<file path="config.mk">
export PLATFORM = sky130hd
export DESIGN_NAME = fallthrough_small_fifo_core
export DESIGN_NICKNAME = d
export VERILOG_FILES = /design/src/rtl/fallthrough_small_fifo_core.sv
export SDC_FILE = /design/constraint.sdc
export NUM_CORES = 1
export LEC_CHECK = 0
export ABC_AREA = 1
export CAP_MARGIN = 20
export CORE_MARGIN = 4
export CORE_UTILIZATION = 54
export CTS_BUF_LIST = sky130_fd_sc_hd__clkbuf_16
export DETAILED_ROUTE_END_ITERATION = 8
export PLACE_DENSITY = 0.83
export SLEW_MARGIN = 20
export SYNTH_ARGS = -nofsm -noshare
export SYNTH_HDL_FRONTEND = slang
export SYNTH_SLANG_ARGS = --single-unit
</file>
<file path="constraint.sdc">
create_clock -name clk -period 4.2 [get_ports clk]
set_input_delay 0.84 -clock clk [delete_from_list [all_inputs] [get_ports clk]]
set_output_delay 0.84 -clock clk [all_outputs]
set_load 0.01 [all_outputs]
</file>
<file path="src/rtl/fallthrough_small_fifo_core.sv">
// First-word-fall-through FIFO on a register array: the head word is always on
// dout while non-empty, and rd_en pops it with no read latency.
module fallthrough_small_fifo_core #(
  parameter int WIDTH               = 72,
  parameter int MAX_DEPTH_BITS      = 3,
  parameter int PROG_FULL_THRESHOLD = 2**MAX_DEPTH_BITS - 1
) (
  input  logic             clk,
  input  logic             reset,
  input  logic [WIDTH-1:0] din,
  input  logic             wr_en,
  input  logic             rd_en,
  output logic [WIDTH-1:0] dout,
  output logic             full,
  output logic             nearly_full,
  output logic             empty
);

  localparam int DEPTH = 2**MAX_DEPTH_BITS;
  localparam logic [MAX_DEPTH_BITS:0] DEPTH_C  = (MAX_DEPTH_BITS+1)'(DEPTH);
  localparam logic [MAX_DEPTH_BITS:0] THRESH_C = (MAX_DEPTH_BITS+1)'(PROG_FULL_THRESHOLD);

  logic [WIDTH-1:0]          mem [DEPTH];
  logic [MAX_DEPTH_BITS-1:0] wr_ptr_q, wr_ptr_d;
  logic [MAX_DEPTH_BITS-1:0] rd_ptr_q, rd_ptr_d;
  logic [MAX_DEPTH_BITS:0]   count_q, count_d;
  logic                      rd_ok, wr_ok;

  // A full FIFO still accepts a write when the same edge pops the head.
  assign rd_ok = rd_en & ~empty;
  assign wr_ok = wr_en & (~full | rd_ok);

  always_comb begin
    wr_ptr_d = wr_ptr_q;
    rd_ptr_d = rd_ptr_q;
    count_d  = count_q;
    if (wr_ok) wr_ptr_d = wr_ptr_q + 1'b1;
    if (rd_ok) rd_ptr_d = rd_ptr_q + 1'b1;
    if (wr_ok && !rd_ok)      count_d = count_q + 1'b1;
    else if (rd_ok && !wr_ok) count_d = count_q - 1'b1;
  end

  always_ff @(posedge clk or posedge reset) begin
    if (reset) begin
      wr_ptr_q <= '0;
      rd_ptr_q <= '0;
      count_q  <= '0;
    end else begin
      wr_ptr_q <= wr_ptr_d;
      rd_ptr_q <= rd_ptr_d;
      count_q  <= count_d;
    end
  end

  // Storage is never reset; the decoded flags make stale contents invisible.
  always_ff @(posedge clk) begin
    if (wr_ok) mem[wr_ptr_q] <= din;
  end

  assign dout        = mem[rd_ptr_q];
  assign empty       = (count_q == '0);
  assign full        = (count_q == DEPTH_C);
  assign nearly_full = (count_q >= THRESH_C);

`ifndef SYNTHESIS
  always @(posedge clk) begin
    if (!reset && wr_en && full && !rd_ok)
      $display("%m warning: write while full, word dropped at %0t", $time);
    if (!reset && rd_en && empty)
      $display("%m warning: read while empty, ignored at %0t", $time);
  end
`endif

endmodule

</file>
==> reports/results.txt <==
Post-Syn Nets -> 2,661
worst slack at placement -> 0.858 ns
DR iter-0 viols -> 1,286
post-synthesis sequential area ratio -> 0.691
status -> finished, final reports clean
CTS buffer count -> 56
die width -> 225 um
Yosys cell types -> 20
Switching Fraction -> 0.361
slew margin rel. -> 0.453
P_int -> 0.0130 W
Syn Std Cell Area -> 0.0254 mm^2
clock period minus worst slack -> 3.94 ns
fin util -> 0.631
Logic pwr share -> 0.385
Slew Viols, Final -> 0
CP required -> 3.36 ns
fin crit share -> 0.939
fin cells -> 3,367
met2 usage -> 0.374
number of global-route vias before repair -> 16.6k
cts hold-fix bufs -> 0
Final Cell Area -> 0.0294 mm^2
Die Footprint -> 0.0506 mm^2
Initial Util -> 0.546
GR met3 Demand/Resource -> 0.0439
initial antenna violation count -> 8
first-pass GRT wire length -> 86,000 um
placed cell area -> 0.0276 mm^2
post-synth top area cell -> edfxtp_1
total power -> 0.0203 W
crit path max fanout -> 88
Hold Path Class -> input pin to asynchronous set/reset pin
gr usage total -> 0.216
final hold vios -> 0
cell area power density -> 693 mW/mm^2
Clk pwr share -> 0.241
grt ovf -> 0
Worst Path Arrival -> 3.10 ns
RSZ-0062 raised after global routing -> false
proportion of layout cells with a drive suffix above 1 -> 0.0475
NetSw -> 0.00734 W
syn avg cell area -> 9.85 um^2
Port-buffer cells -> 150
Clock Skew -> 0.0339 ns
crit end category -> output port
Area Growth Syn to Fin -> 15.6%
most frequent cells in the layout -> nand2_1, nor2_1, edfxtp_1, inv_1, clkdlybuf4s50_1
critical path startpoint category -> register
leading cell type in the layout, fill and taps excluded -> nand2_1
root buffer selected by CTS -> clkbuf_16
Post-Route WL -> 55,100 um
H-tree Lvls -> 2
clk slew on worst S/H paths -> 0.06 ns
total number of vias -> 16.8k
Wirelength per Cell -> 16.4 um
GRT busiest layer -> met2
Nets -> 2,795
1st-pass router iterations -> 5
max frequency -> 254 MHz
DR vias/cell -> 5.00
count of mapped cells out of synthesis -> 2,579
max cap viols -> 0
met1 Use GR -> 0.269
Final HPWL DP -> 30,800 um
worst-margin pin slew -> 0.821 ns
Clock Latency Late Sink -> 0.61 ns
Longest Clk Path Bufs -> 3
cell row count -> 79
largest net degree at the start of global routing -> 147
sequential power share -> 0.374
drt drc -> 0
Placer Congestion -> 0.820
PnR worst setup slack -> 0.257 ns
post-route ant nets -> 0
core footprint -> 0.0466 mm^2
die height -> 225 um
TritonCTS clock tree -> built
Syn. warnings -> 0
peak supply drop -> 0.000459 V
Setup-failing EPs final -> 0
leakage power -> 12.5 nW
clock sinks -> 586
WS Path Type -> register to output port
Yosys reg bits -> 586
Top Ports -> 151
top cell type's share of synthesized area -> 0.681
post-cts sizing count -> 0
Post-CTS Setup Repair Bufs -> 0
Post-Place Cells -> 3,262
Synth area leaders -> edfxtp_1, nand2_1, nor2_1
## through the flow
stage / hold slack (ns) / TNS, ns
2_1_floorplan: 0.493 / -286.78
3_3_place_gp: 0.543 / 0
3_5_place_dp: 0.532 / 0
4_1_cts: 0.525 / 0
5_1_grt: 0.568 / 0
6_report: 0.538 / 0
## cells in the mapped netlist
master,instances
buf_1,19
edfxtp_1,576
buf_4,8
nand3_1,10
xnor2_1,4
inv_1,301
or2_2,1
ha_1,5
nor4_1,1
clkbuf_1,12
buf_6,23
fa_1,1
inv_2,2
nor2_1,587
buf_2,48
o21ai_0,2
dfrtp_1,10
nand3b_1,1
nand2_1,967
nand4_1,1
## sequential cells by signal, indices dropped and copies added (netlist names)
name	cells
count_q	4
mem	576
wr_ptr_q	3
rd_ptr_q	3
## path summary, 6_finish.rpt
path | cells after the start | from | endpoint | slack (ns)
worst max-delay path | 8 | rd_ptr_q[0] | dout[20] | 0.26
worst min-delay path | 2 | reset | count_q[0] | 0.54
worst max register to register | 12 | count_q[0] | count_q[3] | 1.48
worst min register to register | 2 | count_q[3] | count_q[3] | 0.56
max in group asynchronous | 2 | reset | rd_ptr_q[2] | 3.30
min in group clk | 2 | count_q[3] | count_q[3] | 0.56
## layout make-up
| type | count | area [um^2] |
|---|---|---|
| flip-flops and latches | 586 | 17600 |
| fillers | 3380 | 17200 |
| multi-input cells | 1580 | 6100 |
| repair buffers | 186 | 2010 |
| clock buffers | 57 | 1430 |
| inverters | 303 | 1140 |
| well taps | 607 | 759 |
| clock inverters | 43 | 359 |
| diodes | 5 | 12.5 |
## routing by layer
layer | vias to the layer above | part of all wire
met3 | 137 | 0.067
met2 | 538 | 0.50
met5 | - | 0.0010
met4 | 8 | 0.033
met1 | 7893 | 0.40
li1 | 8271 | -
## critical path, cell delays in order, from the launching register on
cell	delay (ns)
dfrtp_4	0.94
buf_12	0.39
nor2_1	0.11
nor2_1	0.14
nand2_1	0.08
nand2_1	0.07
nand2_1	0.06
nand2_1	0.12
clkdlybuf4s50_1	0.55
## power by group through the flow
stage	clock network, W	logic, W	registers [W]
final	0.00490	0.00783	0.00761
after global placement	0	0.00757	0.00769
after floorplan	0	0.00510	0.00761
after detailed placement	0	0.00781	0.00773
after CTS	0.00496	0.00789	0.00761
after global routing	0.00521	0.00873	0.00767
## kinds of logic after synthesis
group,synth area share
buf+inv,0.0714
flops,0.691
xor+xnor,0.00138
compound gates,0.000394
fa+ha+maj,0.00325
simple gates,0.233
(Power assumes the default switching activity.)
==> variant: new RTL, same flow settings <==
The parameter `WIDTH` goes from 72 to 108.
--- a/src/rtl/fallthrough_small_fifo_core.sv
+++ b/src/rtl/fallthrough_small_fifo_core.sv
@@ -2,5 +2,5 @@
 // dout while non-empty, and rd_en pops it with no read latency.
 module fallthrough_small_fifo_core #(
-  parameter int WIDTH               = 72,
+  parameter int WIDTH               = 108,
   parameter int MAX_DEPTH_BITS      = 3,
   parameter int PROG_FULL_THRESHOLD = 2**MAX_DEPTH_BITS - 1
Interface: changed (resized din and dout); port bits go from 151 to 223. The function was not compared with the original's and may differ.
==> variant against the unedited design <==
- die area increased by 47%
- sequential power increased by 47%
- final area increased by 50%
- utilization increased by 0.63 points
- area after synthesis increased by 49%
- worst hold slack got worse by 0.017 ns
- sequential share of layout area decreased by 0.23 points
- via count increased by 50%
- global-route usage increased by 0.54 points
- total power increased by 51%
- register-to-register slack improved by 0.15 ns
- sequential cell count increased by 288
- routed wire length increased by 52%
- setup slack got worse by 0.071 ns
- critical endpoint is now dout[99]
- highest routed layer unchanged
==> variant: results (changes against the unedited design) <==
[metrics] status: finished, final reports clean (unchanged)
[metrics] FILL cells: 4955 (was 3380)
[metrics] post-synth net total: 3941 (was 2661)
[metrics] port bufs: 222 (was 150)
[metrics] HPWL after detailed placement: 45760 um (was 30820 um)
[metrics] Root Driver: sky130_fd_sc_hd__clkbuf_16 (unchanged)
[metrics] share of cells above drive strength 1: 4.870% (was 4.755%)
[metrics] DR pass1 iterations: 6 (was 5)
[metrics] total detailed-routing wirelength: 83810 um (was 55120 um)
[metrics] most frequent cells after synthesis: sky130_fd_sc_hd__nand2_1, sky130_fd_sc_hd__nor2_1, sky130_fd_sc_hd__edfxtp_1, sky130_fd_sc_hd__inv_1, sky130_fd_sc_hd__buf_2 (unchanged)
[metrics] r2r setup slk: 1.63 ns (was 1.48 ns)
[metrics] registers with the most flip-flops: mem (864), count_q (4) (was mem (576), count_q (4))
[metrics] number of flops mapped to enable cells by yosys: 864 (was 576)
[metrics] distinct cell type count of the synthesized netlist: 20 (unchanged)
[metrics] CP Capture Point: dout[99] (was dout[20])
[metrics] reg-to-reg endpoint: count_q[3] (unchanged)
[metrics] worst setup skew after layout: 0.01545 ns (was 0.03388 ns)
[metrics] Detailed Route Iter0 Violations: 2340 (was 1286)
[metrics] met3 GRT Util: 3.617% (was 4.385%)
[metrics] final net count: 4154 (was 2795)
[metrics] number of antenna violations at the first check in global routing: 13 (was 8)
[metrics] H-tree depth: 3 (was 2)
[metrics] top fanout value on the critical path: 46 (was 88)
[metrics] minimum hold slack: 0.5213 ns (was 0.5383 ns)
[metrics] Detail Route met2 WL: 42330 um (was 27420 um)
[metrics] gpl congestion: 0.7757 (was 0.8199)
[metrics] setup slack after placement: 0.8041 ns (was 0.8577 ns)
[metrics] GRT met2 Usage: 38.71% (was 37.41%)
[metrics] final worst-path cycle share: 95.58% (was 93.89%)
[metrics] arrival time at the worst endpoint: 3.17 ns (was 3.10 ns)
[metrics] total leakage power: 18.72 nW (was 12.53 nW)
[metrics] post-detailed-placement cell area: 41160 um^2 (was 27560 um^2)
[metrics] cell count after placement: 4877 (was 3262)
[metrics] met1 track demand over resource: 27.53% (was 26.94%)
[metrics] VDD IR max: 0.6607 mV (was 0.4587 mV)
[metrics] sequential-to-total area share from yosys stat: 69.19% (was 69.09%)
[metrics] Met3 Wirelength: 5924 um (was 3693 um)
[metrics] cell types with the largest area share after synthesis: sky130_fd_sc_hd__edfxtp_1, sky130_fd_sc_hd__nand2_1, sky130_fd_sc_hd__nor2_1 (unchanged)
[metrics] global-route wire length before repair: 129200 um (was 86040 um)
[metrics] slew of the pin with the lowest slew margin: 0.8535 ns (was 0.8205 ns)
[metrics] fraction of registers with async set or reset after synthesis: 1.144% (was 1.706%)
[metrics] met1 layer wirelength in the final routing: 32940 um (was 22130 um)
[metrics] vias per inst: 5.019 (was 5.004)
[metrics] total clock buffers created by CTS: 88 (was 56)
[metrics] slowest stage delay, CP: 0.79 ns (was 0.94 ns)
[metrics] via count of the first global-routing pass: 24960 (was 16590)
variant: kinds of logic after synthesis:
kind of cell	count (synthesis)	share of synthesized area, %
flops	874	69.19
simple gates	2324	23.10
fa+ha+maj	6	0.2181
buf+inv	613	7.367
xor+xnor	4	0.09253
compound gates	2	0.02644
variant: power by group:
| group | internal [mW] | leakage (nW) | switching (mW) |
|---|---|---|---|
| sequential | 10.8 | 7.97 | 0.393 |
| clock | 4.41 | 1.45 | 3.14 |
| combinational | 4.42 | 9.31 | 7.50 |
| total | 19.6 | 18.7 | 11.0 |
variant: cell type report:
class,instances,area (um^2),area share (%)
inverter,447,1688,3.837
clock inverter,68,479.2,1.089
tap,931,1165,2.648
antenna,11,27.53,0.06257
clock buffer,93,2327,5.290
sequential,874,26210,59.57
multi-input combinational,2336,8935,20.31
timing repair buffer,289,3163,7.190
